==> src/rtl/xlr8_audio_tone_if.sv <==
// Control inputs and valid/ready sample stream of xlr8_audio_tone.
// master: the tone source; slave: AVR register side plus the audio packetiser.
interface xlr8_audio_tone_if #(
  parameter int unsigned PHASE_WIDTH = 16
);
  logic [7:0]             volume;
  logic [PHASE_WIDTH-1:0] freq_word;
  logic                   tone_en;
  logic                   sample_ready;
  logic                   sample_valid;
  logic signed [15:0]     sample_l;
  logic signed [15:0]     sample_r;
  logic                   muted;
  logic                   overrun;

  modport master (
    input  volume, freq_word, tone_en, sample_ready,
    output sample_valid, sample_l, sample_r, muted, overrun
  );

  modport slave (
    output volume, freq_word, tone_en, sample_ready,
    input  sample_valid, sample_l, sample_r, muted, overrun
  );
endinterface

==> src/rtl/xlr8_audio_tone.sv <==
// Triangle-wave tone source with ramped gain and a valid/ready sample output.
// Define XLR8_AUDIO_RAMP_EN to ramp gain one step per tick; otherwise gain loads directly.
module xlr8_audio_tone #(
  parameter int unsigned SAMPLE_DIV  = 1,
  parameter int unsigned PHASE_WIDTH = 16
) (
  input  logic              clk_audio,
  input  logic              rst,
  xlr8_audio_tone_if.master aud
);
  localparam int unsigned CNT_W  = (SAMPLE_DIV > 1) ? $clog2(SAMPLE_DIV) : 1;
  localparam int unsigned SMP_W  = 16;
  localparam int unsigned GAIN_W = 8;
  localparam int unsigned PROD_W = SMP_W + GAIN_W + 1;

  typedef enum logic [1:0] {
    S_IDLE = 2'd0,
    S_RAMP = 2'd1,
    S_PLAY = 2'd2,
    S_FADE = 2'd3
  } state_t;

  logic [CNT_W-1:0]         r_cnt;
  logic                     w_tick;

  state_t                   r_state;
  state_t                   w_state_nxt;
  logic [GAIN_W-1:0]        r_gain;
  logic [GAIN_W-1:0]        w_gain_nxt;
  logic [GAIN_W-1:0]        w_gt;
  logic [PHASE_WIDTH-1:0]   r_phase;
  logic [PHASE_WIDTH-1:0]   w_phase_nxt;
  logic                     r_muted;

  logic [SMP_W-1:0]         w_p;
  logic [SMP_W-2:0]         w_u;
  logic signed [SMP_W-1:0]  w_raw;
  logic signed [PROD_W-1:0] w_prod;
  logic signed [SMP_W-1:0]  w_sample;

  logic                     r_valid;
  logic signed [SMP_W-1:0]  r_sample;
  logic                     r_overrun;

  // Sample-rate divider: tick on the last count, then wrap.
  assign w_tick = (r_cnt == CNT_W'(SAMPLE_DIV - 1));

  always_ff @(posedge clk_audio) begin
    if (rst) begin
      r_cnt <= '0;
    end else if (w_tick) begin
      r_cnt <= '0;
    end else begin
      r_cnt <= r_cnt + CNT_W'(1);
    end
  end

  // 255 - volume is the bitwise complement for an 8-bit value.
  assign w_gt = ~aud.volume;

  // FSM state, gain and phase registers.
  always_ff @(posedge clk_audio) begin
    if (rst) begin
      r_state <= S_IDLE;
      r_gain  <= '0;
      r_phase <= '0;
      r_muted <= 1'b1;
    end else begin
      r_state <= w_state_nxt;
      r_gain  <= w_gain_nxt;
      r_phase <= w_phase_nxt;
      r_muted <= (w_state_nxt == S_IDLE);
    end
  end

  // Next state, gain and phase; everything moves only on a tick.
  always_comb begin
    w_state_nxt = r_state;
    w_gain_nxt  = r_gain;
    w_phase_nxt = r_phase;
    if (w_tick) begin
      w_phase_nxt = r_phase + aud.freq_word;
`ifdef XLR8_AUDIO_RAMP_EN
      if (aud.tone_en) begin
        if (r_gain < w_gt) begin
          w_gain_nxt = r_gain + GAIN_W'(1);
        end else if (r_gain > w_gt) begin
          w_gain_nxt = r_gain - GAIN_W'(1);
        end
        w_state_nxt = (w_gain_nxt == w_gt) ? S_PLAY : S_RAMP;
      end else if (r_state == S_IDLE) begin
        w_gain_nxt  = '0;
        w_phase_nxt = '0;
      end else begin
        w_gain_nxt = (r_gain == '0) ? '0 : (r_gain - GAIN_W'(1));
        if (w_gain_nxt == '0) begin
          w_state_nxt = S_IDLE;
          w_phase_nxt = '0;
        end else begin
          w_state_nxt = S_FADE;
        end
      end
`else
      // Without ramping, RAMP and FADE each occupy exactly one tick.
      case (r_state)
        S_IDLE: begin
          if (aud.tone_en) begin
            w_state_nxt = S_RAMP;
            w_gain_nxt  = w_gt;
          end else begin
            w_gain_nxt  = '0;
            w_phase_nxt = '0;
          end
        end
        S_RAMP, S_PLAY: begin
          if (aud.tone_en) begin
            w_state_nxt = S_PLAY;
            w_gain_nxt  = w_gt;
          end else begin
            w_state_nxt = S_FADE;
            w_gain_nxt  = '0;
          end
        end
        S_FADE: begin
          w_state_nxt = S_IDLE;
          w_gain_nxt  = '0;
          w_phase_nxt = '0;
        end
        default: begin
          w_state_nxt = S_IDLE;
          w_gain_nxt  = '0;
          w_phase_nxt = '0;
        end
      endcase
`endif
    end
  end

  // Triangle from the top 16 phase bits, scaled by the updated gain.
  always_comb begin
    w_p      = w_phase_nxt[PHASE_WIDTH-1 -: SMP_W];
    w_u      = w_p[SMP_W-1] ? ~w_p[SMP_W-2:0] : w_p[SMP_W-2:0];
    w_raw    = $signed({w_u, 1'b0} ^ 16'h8000);
    w_prod   = PROD_W'(w_raw) * PROD_W'($signed({1'b0, w_gain_nxt}));
    w_sample = (w_state_nxt == S_IDLE) ? '0 : SMP_W'(w_prod >>> 8);
  end

  // Output holding register; a tick always loads, overwriting an unaccepted sample.
  always_ff @(posedge clk_audio) begin
    if (rst) begin
      r_valid   <= 1'b0;
      r_sample  <= '0;
      r_overrun <= 1'b0;
    end else if (w_tick) begin
      r_valid  <= 1'b1;
      r_sample <= w_sample;
      if (r_valid && !aud.sample_ready) begin
        r_overrun <= 1'b1;
      end
    end else if (r_valid && aud.sample_ready) begin
      r_valid <= 1'b0;
    end
  end

  assign aud.sample_valid = r_valid;
  assign aud.sample_l     = r_sample;
  assign aud.sample_r     = r_sample;
  assign aud.muted        = r_muted;
  assign aud.overrun      = r_overrun;

endmodule

==> src/flat_wrapper.sv <==
// flat-port wrapper written by rule: the top's interface ports become plain ports
module xlr8_audio_tone_flat 
#(
  parameter int unsigned SAMPLE_DIV  = 1,
  parameter int unsigned PHASE_WIDTH = 16
)
  (clk_audio, rst, aud_volume, aud_freq_word, aud_tone_en, aud_sample_ready, aud_sample_valid, aud_sample_l, aud_sample_r, aud_muted, aud_overrun);
  xlr8_audio_tone_if #(.PHASE_WIDTH(PHASE_WIDTH)) aud_i ();
  input  logic clk_audio;
  input  logic rst;
  input wire logic [$bits(aud_i.volume)-1:0] aud_volume;
  input wire logic [$bits(aud_i.freq_word)-1:0] aud_freq_word;
  input wire logic [$bits(aud_i.tone_en)-1:0] aud_tone_en;
  input wire logic [$bits(aud_i.sample_ready)-1:0] aud_sample_ready;
  output wire logic [$bits(aud_i.sample_valid)-1:0] aud_sample_valid;
  output wire logic [$bits(aud_i.sample_l)-1:0] aud_sample_l;
  output wire logic [$bits(aud_i.sample_r)-1:0] aud_sample_r;
  output wire logic [$bits(aud_i.muted)-1:0] aud_muted;
  output wire logic [$bits(aud_i.overrun)-1:0] aud_overrun;
  assign aud_i.volume = aud_volume;
  assign aud_i.freq_word = aud_freq_word;
  assign aud_i.tone_en = aud_tone_en;
  assign aud_i.sample_ready = aud_sample_ready;
  assign aud_sample_valid = aud_i.sample_valid;
  assign aud_sample_l = aud_i.sample_l;
  assign aud_sample_r = aud_i.sample_r;
  assign aud_muted = aud_i.muted;
  assign aud_overrun = aud_i.overrun;
  xlr8_audio_tone #(.SAMPLE_DIV(SAMPLE_DIV), .PHASE_WIDTH(PHASE_WIDTH)) u_core (.clk_audio(clk_audio), .rst(rst), .aud(aud_i));
endmodule
==> config.mk <==
export PLATFORM = sky130hd
export DESIGN_NAME = xlr8_audio_tone_flat
export DESIGN_NICKNAME = d
export VERILOG_FILES = /design/src/rtl/xlr8_audio_tone_if.sv /design/src/rtl/xlr8_audio_tone.sv /design/src/flat_wrapper.sv
export SDC_FILE = /design/constraint.sdc
export NUM_CORES = 1
export LEC_CHECK = 0
export ABC_AREA = 1
export BUFFER_PORTS_ARGS = -buffer_cell sky130_fd_sc_hd__buf_2
export CELL_PAD_IN_SITES_DETAIL_PLACEMENT = 0
export CELL_PAD_IN_SITES_GLOBAL_PLACEMENT = 1
export CORE_ASPECT_RATIO = 1.4
export CORE_MARGIN = 2
export CORE_UTILIZATION = 41
export DETAILED_ROUTE_END_ITERATION = 6
export GPL_ROUTABILITY_DRIVEN = 1
export GPL_TIMING_DRIVEN = 0
export HOLD_SLACK_MARGIN = 0.06
export PLACE_DENSITY = 0.87
export SETUP_SLACK_MARGIN = 0.3
export SYNTH_ARGS = -nofsm -noshare
export SYNTH_HDL_FRONTEND = slang
export SYNTH_SLANG_ARGS = --single-unit
==> constraint.sdc <==
create_clock -name clk_audio -period 7.4 [get_ports clk_audio]
set_input_delay 1.48 -clock clk_audio [delete_from_list [all_inputs] [get_ports clk_audio]]
set_output_delay 1.48 -clock clk_audio [all_outputs]
set_load 0.01 [all_outputs]
==> flow_summary_export.csv, run 1 <==
group,metric,value,unit
route,drt_wl_total,17.6,mm
synth,synth.area.mux_share,0,%
critical_path,worstReg2RegStart,"u_core.r_cnt",
min_path,min_from,"u_core.aud.overrun",
power,switchingPower,0.808,mW
critical_path,cp-start-kind,"input port",
critical_path,rrSetupSlack,1.12,ns
clock_network,clk_pin_slew_worst_paths,0.07,ns
sta,slew_violations,0,
clock_network,cts_tree,"yes",
final_layout,nets,1239,
min_path,holdCritPathClass,"register to register",
synth,ys_ff_latch,46,
route,drc,0,
route,final_antenna_net_count,0,
grt,grt_pass1_wl,29.2,mm
synth,netlist_area,7000,um^2
critical_path,reg2reg_to,"u_core.aud.sample_l[11]",
route,firstDrtPassIters,5,
run_status,run_status,"finished clean",
clock_network,numCtsBuffers,5,
synth,yosysWarnings,0,
route,dr_total_vias,6177,
place,preCtsSetupSlack,-0.494,ns
synth,yosys_most_used_dff,"dfxtp_1",
power,pwr-share-clk,15.1,%
power,netSwitchingFraction,46.7,%
final_layout,final_cell_mix,"199 x inv_1, 178 x nand2_1, 99 x nor2_1",
clock_network,cts_buffer_depth,2,
clock_network,h-tree-depth,2,
floorplan,die_h,159,um
final_layout,fin_area,8570,um^2
critical_path,cp_data_arrival_time,7.37,ns
sta,clock_skew,0.00527,ns
sta,final-hold-violation-count,0,
final_layout,final_common_cell,"inv_1",
sta,slew_headroom,17.0,%
floorplan,start_util,41.8,%
sta,finalCritPeriodShare,96.7,%
synth,netlist_instances,961,
place,io_buffer_count,61,
synth,synthAdderAreaFrac,37.3,%
job,max_cap_violations,0,
critical_path,required,7.62,ns
synth,yosysSeqAreaShare,13.2,%
power,seqPwrFrac,16.4,%
sta,max_freq,140,MHz
sta,finalCriticalPeriod,7.15,ns
critical_path,crit_family,"adder cells",
clock_network,cts_root_buf,"clkbuf_16",
route,drt-wirelength-per-cell,13.9,um
synth,synth_top_family_by_area,"adder cells",
synth,syn-num-nets,1141,
sta,setup_ws,0.248,ns
sta,grt_setup_unrepaired,"true",
synth,async_reset_ff_share,0,%
place,place_area,7620,um^2
synth,synth_compound_area_share,9.37,%
sta,worst_slew_pin_slew,1.24,ns
critical_path,end_kind,"register",
min_path,hold_path_depth,1,
synth,synth_top_area_share,26.9,%
critical_path,cp_slowest_stage_delay,0.58,ns
critical_path,path_class,"input port to register",
grt,grt_pass1_vias,6090,
floorplan,ios,63,
final_layout,drive_gt1_share,23.5,%
power,total_power,1.73,mW
synth,synth-xor-area-share,2.38,%
floorplan,coreArea,16700,um^2
critical_path,path_buf_inv,7,
grt,grt_overflow,0,
critical_path,cpMaxStageDelayCell,"fa_1",
synth,synth_edf_count,0,
power,intPower,0.923,mW
floorplan,dieArea,18100,um^2
power,ir_drop,0.000134,V
grt,grt_usage,20.3,%
critical_path,reg2reg_depth,23,
floorplan,fp.dieW,114,um
sta,whs,0.465,ns
power,leakage,4.32,nW
synth,synthSimpleGateAreaFrac,23.3,%
power,power_frac_comb,68.5,%
power,power_density,202,nW/um^2
route,dr.first_iter.drc_count,289,
final_layout,finish.utilization,51.2,%
synth,synth_area_leaders,"fa_1 27%, dfxtp_1 13%, inv_1 11%, nand2_1 10%, ha_1 10%",
min_path,hold_end,"u_core.aud.overrun",
grt,antenna_found_initial,0,
sta,setup_viol,0,
floorplan,rows,56,
synth,yosys.cell_types.count,44,
final_layout,area_growth,22.4,%
grt,grt_max_degree,14,
place,gp_congestion,0.864,
synth,avgSynthCellArea,7.28,um^2
final_layout,num-fill-cells,1568,
clock_network,cts_sinks,46,
clock_network,worstSkewPairLatency,0.29,ns
final_layout,n_antenna_cell,0,
critical_path,crit_fanout,7,
place,dp_hpwl,14.4,mm
route,viasPerCell,4.89,
synth,synth_area_leader_cell,"fa_1",
## synth_stat cells (4+ instances only)
library cell  count
inv_1           213
nand2_1         194
nor2_1          104
fa_1             94
a21oi_1          59
ha_1             58
dfxtp_1          46
nand3_1          31
o21ai_0          27
buf_4            16
clkbuf_1         15
xor2_1           12
nand2_2          11
o31ai_1           7
or2_2             7
xnor2_1           7
nor3_1            6
nand3_2           5
a21oi_2           4
a31oi_1           4
or2_1             4
## worst register-to-register path, stage by stage (launching register included)
cell and delay (ns):
dfxtp_1 0.30, buf_2 0.20, clkbuf_1 0.45, clkbuf_1 0.54, nand2_1 0.10, o31ai_1 0.33, inv_1 0.45, nor2_1 0.26
fa_1 0.44, fa_1 0.49, fa_1 0.56, inv_1 0.06, fa_1 0.53, inv_1 0.04, ha_1 0.36, a21oi_2 0.20
o21ai_1 0.10, a21oi_1 0.16, nand2_2 0.13, a21oi_1 0.18, inv_1 0.06, nand2_1 0.05, nand3_1 0.06, a21oi_1 0.12
## flip-flops by register name, summed over array words and instances (netlist names)
| signal | count |
|---|---|
| u_core.aud.muted | 1 |
| u_core.aud.overrun | 1 |
| u_core.aud.sample_l | 16 |
| u_core.aud.sample_valid | 1 |
| u_core.r_cnt | 1 |
| u_core.r_gain | 8 |
| u_core.r_phase | 16 |
| u_core.r_state | 2 |
## routing by layer
layer | vias up | track usage (%) | part of all wire, %
li1 | 3083 | - | -
met1 | 2885 | 24.1 | 41
met2 | 167 | 37.5 | 51
met3 | 42 | 2.74 | 4.3
met4 | 0 | 6.27 | 3.6
met5 | - | 0 | 0
## layout make-up
type / instances / area [um^2] / area share (%)
plain buffers: 34 / 213 / 2.48
clock buffers: 7 / 133 / 1.55
clock inverters: 1 / 30.0 / 0.351
inverters: 217 / 822 / 9.60
multi-input cells: 664 / 5640 / 65.8
flip-flops and latches: 46 / 921 / 10.8
well taps: 203 / 254 / 2.97
repair buffers: 91 / 557 / 6.50
## per-stage QoR
| stage | instances | setup TNS (ns) |
|---|---|---|
| detailed placement | 1225 | -2.96 |
| global placement | 1225 | -2.84 |
| finish | 1263 | 0 |
| floorplan | 961 | 0 |
| CTS | 1245 | 0 |
| global route | 1263 | -0.103 |
## how the worst max path moves through the flow
| stage | from | to | slack, ns | cells past startpoint |
|---|---|---|---|---|
| 2_1_floorplan | aud_freq_word[0] | u_core.aud.sample_l[14] | 0.30 | 34 |
| 3_3_place_gp | aud_freq_word[4] | u_core.aud.sample_l[14] | -0.45 | 30 |
| 3_5_place_dp | aud_freq_word[4] | u_core.aud.sample_l[14] | -0.49 | 30 |
| 4_1_cts | aud_freq_word[0] | u_core.aud.sample_l[14] | 0.20 | 36 |
| 5_1_grt | aud_freq_word[0] | u_core.aud.sample_l[14] | -0.06 | 35 |
| 6_report | aud_freq_word[0] | u_core.aud.sample_l[14] | 0.25 | 35 |
## kinds of logic (layout without fill, tap and decap cells)
kind of cell             after synthesis  in the layout
AND/OR/NAND/NOR                      378            378
flip-flops                            46             46
other                                  1              1
XOR/XNOR                              19             19
buffers and inverters                251            350
AO/OA/AOI/OAI                        114            114
adder cells (fa/ha/maj)              152            152
## power by group through the flow
| stage | logic (mW) | clock network (mW) | registers, mW |
|---|---|---|---|
| floorplan | 0.680 | 0 | 0.293 |
| finish | 1.19 | 0.262 | 0.284 |
| global placement | 0.906 | 0 | 0.289 |
| detailed placement | 0.905 | 0 | 0.289 |
| global route | 1.33 | 0.274 | 0.287 |
| CTS | 1.07 | 0.266 | 0.284 |
## what timing repair did
item / CTS / global route
hold buffers: 0 / 0
pin swaps: 37 / 33
cloned: 0 / 0
resized for setup: 65 / 63
endpoints found under the setup margin: 12 / 13
setup buffers: 12 / 18
(Power assumes the default switching activity.)
==> run 2: changes to the inputs <==
--- a/config.mk
+++ b/config.mk
@@ -16,7 +16,7 @@
 export GPL_ROUTABILITY_DRIVEN = 1
 export GPL_TIMING_DRIVEN = 0
 export HOLD_SLACK_MARGIN = 0.06
-export PLACE_DENSITY = 0.87
+export PLACE_DENSITY_LB_ADDON = 0.1
 export SETUP_SLACK_MARGIN = 0.3
 export SYNTH_ARGS = -nofsm -noshare
 export SYNTH_HDL_FRONTEND = slang
==> flow_summary_export.csv, run 2 (synthesis gave the netlist of run 1 again) <==
group,metric,value,unit
sta,max_freq,138,MHz
min_path,min_from,"u_core.aud.overrun",
grt,grt_pass1_wl,30.8,mm
clock_network,numCtsBuffers,5,
critical_path,worstReg2RegStart,"u_core.r_phase[0]",
critical_path,reg2reg_depth,35,
critical_path,reg2reg_to,"u_core.aud.sample_l[14]",
power,netSwitchingFraction,46.8,%
power,switchingPower,0.875,mW
critical_path,crit_fanout,5,
floorplan,start_util,41.8,%
sta,finalCritPeriodShare,97.7,%
min_path,holdCritPathClass,"register to register",
power,leakage,4.44,nW
sta,grt_setup_unrepaired,"true",
route,dr_total_vias,6112,
min_path,hold_end,"u_core.aud.overrun",
power,intPower,0.993,mW
floorplan,rows,56,
power,power_density,209,nW/um^2
final_layout,final_cells,1280,
route,final_antenna_net_count,0,
final_layout,area_growth,27.5,%
sta,setup_ws,0.169,ns
sta,clock_skew,0.00706,ns
grt,antenna_found_initial,0,
power,pwr-share-clk,14.4,%
sta,worst_slew_pin_slew,0.991,ns
final_layout,n_antenna_cell,0,
clock_network,worstSkewPairLatency,0.30,ns
critical_path,cp-start-kind,"input port",
sta,setup_viol,0,
floorplan,coreArea,16700,um^2
clock_network,h-tree-depth,2,
route,dr.first_iter.drc_count,186,
clock_network,cts_sinks,46,
floorplan,die_h,159,um
place,io_buffer_count,61,
floorplan,ios,63,
critical_path,end_kind,"register",
critical_path,startpoint,"aud_freq_word[0]",
clock_network,cts_root_buf,"clkbuf_16",
power,ir_drop,0.000149,V
final_layout,final_cell_mix,"195 x inv_1, 171 x nand2_1, 96 x nor2_1",
clock_network,cts_tree,"yes",
place,preCtsSetupSlack,-0.635,ns
place,place_inst,1225,
final_layout,nets,1256,
grt,grt_overflow,0,
sta,finalCriticalPeriod,7.23,ns
route,firstDrtPassIters,4,
clock_network,cts_buffer_depth,2,
job,max_cap_violations,0,
final_layout,drive_gt1_share,27.3,%
grt,grt_usage,21.6,%
floorplan,dieArea,18100,um^2
sta,final-hold-violation-count,0,
grt,grt_max_degree,16,
route,drt-wirelength-per-cell,14.6,um
critical_path,path_class,"input port to register",
final_layout,final_common_cell,"inv_1",
power,seqPwrFrac,15.2,%
power,power_frac_comb,70.4,%
sta,slew_violations,0,
critical_path,rrSetupSlack,1.08,ns
place,gp_congestion,0.822,
critical_path,cp_slowest_stage_delay,0.57,ns
route,drc,0,
clock_network,clk_pin_slew_worst_paths,0.07,ns
place,dp_hpwl,15.4,mm
floorplan,fp.dieW,114,um
route,viasPerCell,4.78,
power,total_power,1.87,mW
critical_path,cpMaxStageDelayCell,"fa_1",
min_path,hold_path_depth,1,
critical_path,required,7.63,ns
sta,slew_headroom,33.5,%
grt,grt_pass1_vias,6420,
sta,setup_tns,0,ns
critical_path,path_common_cell,"nand2_2",
route,drt_wl_total,18.7,mm
run_status,run_status,"finished clean",
critical_path,cp_data_arrival_time,7.46,ns
run 2: changes by cell type in the layout (fill, tap and decap cells not counted), sizes merged:
cell / previous run / this run
buf: 110 / 127
clkinvlp: 0 / 2
clkbuf: 22 / 20
run 2: layer usage:
metal | vias up | global-route usage (%) | share of wire (%)
li1 | 3115 | - | -
met1 | 2856 | 24.5 | 40
met2 | 113 | 41.7 | 54
met3 | 28 | 2.17 | 3.1
met4 | 0 | 7.43 | 3.1
met5 | - | 0 | 0
run 2: worst max-delay path by stage:
stage / end / slack (ns) / cells past startpoint
floorplan: u_core.aud.sample_l[14] / 0.30 / 34
global placement: u_core.aud.sample_l[14] / -0.62 / 30
detailed placement: u_core.aud.sample_l[14] / -0.63 / 30
CTS: u_core.aud.sample_l[14] / 0.15 / 32
global route: u_core.aud.sample_l[14] / -0.15 / 36
finish: u_core.aud.sample_l[14] / 0.17 / 36
run 2: what timing repair did:
action	in CTS	in global routing
endpoints found under the setup margin	15	13
pin swaps	41	69
buffers inserted	16	31
resized for setup	81	94
hold buffers	0	0
run 2: worst max-delay path, delay by kind of cell:
family	cells	cell delay (ns)
buffers and inverters	8	0.60
AOI/OAI and AO/OA	6	0.69
and+or+nand+nor	15	1.81
adders and majority gates	7	2.87
run 2: cell type report:
cell class / instances / area [um^2]
fillers: 1677 / 7830
well taps: 203 / 254
repair buffers: 108 / 721
clock inverters: 3 / 45.0
clock buffers: 5 / 125
plain buffers: 34 / 213
multi-input cells: 664 / 5810
inverters: 217 / 827
flip-flops and latches: 46 / 921
run 2: through the flow:
stage	area, um^2	hold slack, ns	util (%)
2_1_floorplan	7060	0.471	-
3_3_place_gp	7620	0.458	45.5
3_5_place_dp	7620	0.457	45.5
4_1_cts	8310	0.476	49.6
5_1_grt	8920	0.493	53.3
6_report	8920	0.474	53.3
run 2: power by group through the flow:
| stage | logic [mW] | clock network [mW] | registers (mW) |
|---|---|---|---|
| floorplan | 0.680 | 0 | 0.293 |
| global placement | 0.927 | 0 | 0.289 |
| detailed placement | 0.919 | 0 | 0.289 |
| CTS | 1.15 | 0.274 | 0.284 |
| global route | 1.46 | 0.284 | 0.287 |
| finish | 1.31 | 0.269 | 0.284 |
